## src/rtl/branch_cache_ctrl.sv

```systemverilog
// Fetch-stage branch target cache: same-cycle PC lookup, learns resolved
// branch/j/jal targets from EX, free-slot-then-round-robin replacement, swept flush.
module branch_cache_ctrl #(
  parameter int ENTRIES = 8,
  parameter int ADDR_W  = 32,
  parameter int PTR_W   = 3
) (
  input  logic              Clk,
  input  logic              Rst,
  input  logic [ADDR_W-1:0] PC,
  output logic [ADDR_W-1:0] oCacheAddress,
  output logic              ocCache,
  input  logic              UpdValid,
  output logic              UpdReady,
  input  logic [ADDR_W-1:0] UpdPC,
  input  logic [ADDR_W-1:0] UpdTarget,
  input  logic              UpdIsJr,
  input  logic              Flush,
  output logic              Busy,
  output logic [PTR_W:0]    Count
);

  typedef enum logic {IDLE, FLUSH} state_t;

  localparam logic [PTR_W-1:0] LAST_IDX = PTR_W'(ENTRIES - 1);
  localparam logic [PTR_W-1:0] PTR_ONE  = PTR_W'(1);
  localparam logic [PTR_W:0]   CNT_ONE  = (PTR_W + 1)'(1);

  state_t              state;
  logic [ENTRIES-1:0]  valid;
  logic [ADDR_W-1:0]   tag    [ENTRIES];
  logic [ADDR_W-1:0]   target [ENTRIES];
  logic [PTR_W-1:0]    ptr;
  logic [PTR_W-1:0]    idx;

  logic                lookHit;
  logic [ADDR_W-1:0]   lookAddr;
  logic                updHit;
  logic [PTR_W-1:0]    updIdx;
  logic                freeFound;
  logic [PTR_W-1:0]    freeIdx;
  logic                wrEn;
  logic [PTR_W-1:0]    wrIdx;

  // Descending scans so the lowest matching / free index wins.
  always_comb begin
    lookHit   = 1'b0;
    lookAddr  = '0;
    updHit    = 1'b0;
    updIdx    = '0;
    freeFound = 1'b0;
    freeIdx   = '0;
    for (int i = ENTRIES - 1; i >= 0; i--) begin
      if (valid[i] && tag[i] == PC) begin
        lookHit  = 1'b1;
        lookAddr = target[i];
      end
      if (valid[i] && tag[i] == UpdPC) begin
        updHit = 1'b1;
        updIdx = PTR_W'(i);
      end
      if (!valid[i]) begin
        freeFound = 1'b1;
        freeIdx   = PTR_W'(i);
      end
    end
  end

  assign ocCache       = Rst && (state == IDLE) && lookHit;
  assign oCacheAddress = ocCache ? lookAddr : '0;
  assign UpdReady      = Rst && (state == IDLE) && !Flush;
  assign Busy          = Rst && (state == FLUSH);

  // jr reports are consumed without touching the table.
  assign wrEn  = UpdValid && UpdReady && !UpdIsJr;
  assign wrIdx = updHit ? updIdx : (freeFound ? freeIdx : ptr);

  always_ff @(posedge Clk) begin
    if (wrEn) begin
      tag[wrIdx]    <= UpdPC;
      target[wrIdx] <= UpdTarget;
    end
  end

  always_ff @(posedge Clk) begin
    if (!Rst) begin
      state <= IDLE;
      valid <= '0;
      ptr   <= '0;
      idx   <= '0;
      Count <= '0;
    end else begin
      case (state)
        IDLE: begin
          if (Flush) begin
            state <= FLUSH;
            idx   <= '0;
          end else if (wrEn && !updHit) begin
            valid[wrIdx] <= 1'b1;
            if (freeFound) Count <= Count + CNT_ONE;
            else           ptr   <= ptr + PTR_ONE;
          end
        end
        FLUSH: begin
          valid[idx] <= 1'b0;
          if (valid[idx]) Count <= Count - CNT_ONE;
          idx <= idx + PTR_ONE;
          if (idx == LAST_IDX) begin
            state <= IDLE;
            ptr   <= '0;
          end
        end
        default: state <= IDLE;
      endcase
    end
  end

endmodule

```

## config.mk

```make
export PLATFORM = sky130hd
export DESIGN_NAME = branch_cache_ctrl
export DESIGN_NICKNAME = d
export VERILOG_FILES = /design/src/rtl/branch_cache_ctrl.sv
export SDC_FILE = /design/constraint.sdc
export NUM_CORES = 1
export LEC_CHECK = 0
export CAP_MARGIN = 20
export CORE_UTILIZATION = 34
export CTS_BUF_LIST = sky130_fd_sc_hd__clkbuf_8
export DETAILED_ROUTE_END_ITERATION = 10
export GPL_ROUTABILITY_DRIVEN = 1
export GPL_TIMING_DRIVEN = 0
export MAX_ROUTING_LAYER = met4
export SETUP_SLACK_MARGIN = 0.2
export SLEW_MARGIN = 40
export SYNTH_ARGS = -nofsm -noshare
export SYNTH_HDL_FRONTEND = slang
export SYNTH_SLANG_ARGS = --single-unit
export TNS_END_PERCENT = 1
```

## constraint.sdc

```tcl
create_clock -name Clk -period 29.8 [get_ports Clk]
set_clock_uncertainty 0.1 [all_clocks]
set_input_delay 7.45 -clock Clk [delete_from_list [all_inputs] [get_ports Clk]]
set_output_delay 7.45 -clock Clk [all_outputs]
set_load 0.02 [all_outputs]
```

==> results of run 1 <==
Yosys cell counts (33+ instances only):
cell | instances | area, um^2
edfxtp_1 | 512 | 15400
xor2_1 | 354 | 3100
xnor2_1 | 160 | 1400
nor4_1 | 111 | 694
nor2_1 | 78 | 293
a21oi_1 | 66 | 330
nand2_1 | 55 | 206
nand4_1 | 53 | 332
buf_2 | 41 | 205
and3_1 | 38 | 238
mux2i_1 | 38 | 380
clkbuf_1 | 33 | 124
nand3_1 | 33 | 165
power by group:
group          switching (uW)  internal, uW
registers                1.42           820
clock network             316           333
logic                    80.6          34.2
total                     398          1190
final timing paths:
path,start,slack (ps),endpoint,depth (start not counted)
hold reg to reg,Count[3],390,Count[3],2
setup / recovery,PC[9],10050,oCacheAddress[26],11
setup reg to reg,tag[0][8],24640,target[4][5],15
hold / removal,Count[3],390,Count[3],2
flip-flops by register name, summed over array words and instances (netlist names):
| signal | flops |
|---|---|
| state | 1 |
| Count | 4 |
| ptr | 3 |
| idx | 3 |
| target | 256 |
| valid | 8 |
| tag | 256 |
layer usage:
layer / vias to the layer above / wire, um
met2: 814 / 47100
li1: 7508 / -
met3: 178 / 7160
met4: 0 / 4320
met5: - / 0
met1: 8741 / 39000
cell usage in the layout, fill, tap and decap left out, drive strengths merged, types with 48 or more instances in the layout:
| master | Yosys | routed |
|---|---|---|
| nand4 | 53 | 53 |
| a21oi | 66 | 66 |
| xnor2 | 160 | 160 |
| nor4 | 113 | 113 |
| nand2 | 55 | 55 |
| clkdlybuf4s50 | 0 | 104 |
| edfxtp | 512 | 512 |
| inv | 9 | 48 |
| xor2 | 354 | 354 |
| buf | 77 | 166 |
| nor2 | 78 | 78 |
| clkbuf | 35 | 127 |
kinds of logic (layout without fill, tap and decap cells):
kind of cell	after synthesis	after routing	synth area share (%)
simple gates	446	446	9.85
other cells	0	8	0
flops	531	531	62.1
fa+ha+maj	6	6	0.325
mux	41	41	1.72
xor+xnor	514	514	17.7
buf+inv	122	478	2.59
compound gates	194	194	5.72
metrics by stage:
step | total power [uW] | std cells | hold WS (ps) | area (um^2)
floorplan | 888 | 1854 | 383 | 25400
global placement | 950 | 2920 | 357 | 27700
detailed placement | 949 | 3006 | 398 | 28300
CTS | 1590 | 3169 | 400 | 30000
global route | 1630 | 3176 | 434 | 30100
finish | 1590 | 3177 | 391 | 30100
area by class of cell:
type / count / area (um^2) / area share, %
Antenna cell: 8 / 20.0 / 0.0666
Buffer: 112 / 623 / 2.07
Clock buffer: 92 / 1270 / 4.21
Clock inverter: 71 / 463 / 1.54
Inverter: 10 / 37.5 / 0.125
Multi-Input combinational cell: 1201 / 9040 / 30.1
Sequential cell: 531 / 15800 / 52.4
Tap cell: 959 / 1200 / 3.99
Timing Repair Buffer: 193 / 1670 / 5.54
critical path: stages:
cell and delay, ps:
buf_2 500, xnor2_1 190, nand4_1 200, nor4_2 730, nand4_1 460, clkinv_1 280, clkbuf_1 560, nand2_1 120
o21a_1 130, a2111oi_1 810, clkdlybuf4s50_1 760
==> flow_summary_export.csv, run 1 <==
group,metric,value,unit
die,die_h,275,um
clock_network,cts_setup_buffers,0,
worst_setup_path,required,22250,ps
synth,ys_ff_latch,531,
synth,synth_ff_type,"edfxtp_1",
global_routing,use_met3,4.28,%
sta,period_share,66.3,%
status,outcome,"finished, final reports clean",
worst_hold_path,hp-class,"register to register",
synth,synth_edf_count,512,
synth,synth_warnings,0,
sta,worst_slack,10050,ps
pwr,irDropWorstVdd,0.0426,mV
drt,dr.pass1.iters,5,
global_routing,overflow,0,
finish,final_util,40.9,%
global_routing,grt_pass1_vias,17300,
pwr,p_leak,0.0103,uW
clock_network,clk_pin_slew,60,ps
die,die_area,75800,um^2
die,start_util,34.6,%
synth,yosysSeqAreaShare,62.1,%
drt,ant_nets,0,
worst_setup_path,critPathCaptureType,"primary output",
synth,syn_inst,1854,
drt,drt_iter0_markers,1674,
global_routing,track_usage,26.4,%
clock_network,cts.repair.resized,0,
synth,async_flop_share,0,%
sta,grt_setup_unrepaired,"no",
clock_network,cts_buffers,91,
global_routing,antenna_found_initial,8,
drt,via_per_inst,5.43,
global_routing,grt-busiest-layer,"met2",
worst_setup_path,crit_type,"input pin to primary output",
clock_network,clock_latency,710,ps
clock_network,cts_hold_buf,0,
drt,wl_per_cell,30.7,um
die,rows,99,
finish,final_nets,2247,
global_routing,grt_pass1_wl,133000,um
pwr,power_density,52.7,nW/um^2
placement,gp_congestion,1.02,
worst_setup_path,path_max_fanout,10,
sta,period_minus_slack,19750,ps
finish,fill_cells,6920,
worst_setup_path,crit_arrival,12200,ps
clock_network,htree_levels,3,
sta,finalSetupViolCount,0,
clock_network,clockRootBuffer,"clkbuf_8",
sta,fmax,50.6,MHz
die,coreArea,73500,um^2
die,io_pins,140,
sta,slew_violations,0,
global_routing,grt.met2_usage,42.8,%
sta,hold_violations,0,
synth,avgSynthCellArea,13.7,um^2
placement,portBuffers,107,
flow_run,maxCapViolCount,0,
die,die_x,275,um
placement,hpwl,71500,um
clock_network,cts_buffer_depth,3,
worst_setup_path,critical_path.startpoint_type,"input pin",
finish,post_route_cells_drive_above_1_share,14.8,%
global_routing,grt_max_degree,15,
sta,tns,0,ps
global_routing,use_met1,32.6,%
clock_network,cts_sinks,531,
sta,relSlewSlack,35.2,%
synth,ys_types,70,
drt,wl,97600,um
drt,drcViolationCount,0,
drt,num_vias,17200,
synth,synth.net_count,1961,
finish,syn_to_final_growth,18.4,%
clock_network,cts_tree,"built",
sta,tightest_slew,970,ps
placement,dp_slack,10270,ps
synth,synth.cell_area,25400,um^2
Note: power is estimated with default switching activity, not from simulation.
==> run 2, diff against run 1 <==
- clock period: 29.8 -> 16 ns (I/O delays scaled with it)
==> results of run 2 <==
Same layout as run 1 (identical final DEF). Status: finished, final reports clean.
Among the figures that moved: setup slack after placement 10270 ps -> 3370 ps; setup slack after layout 10050 ps -> 3150 ps; register-to-register setup slack 24640 ps -> 10840 ps; total power 1590 uW -> 2950 uW; worst IR drop on VDD 0.0426 mV -> 0.0794 mV
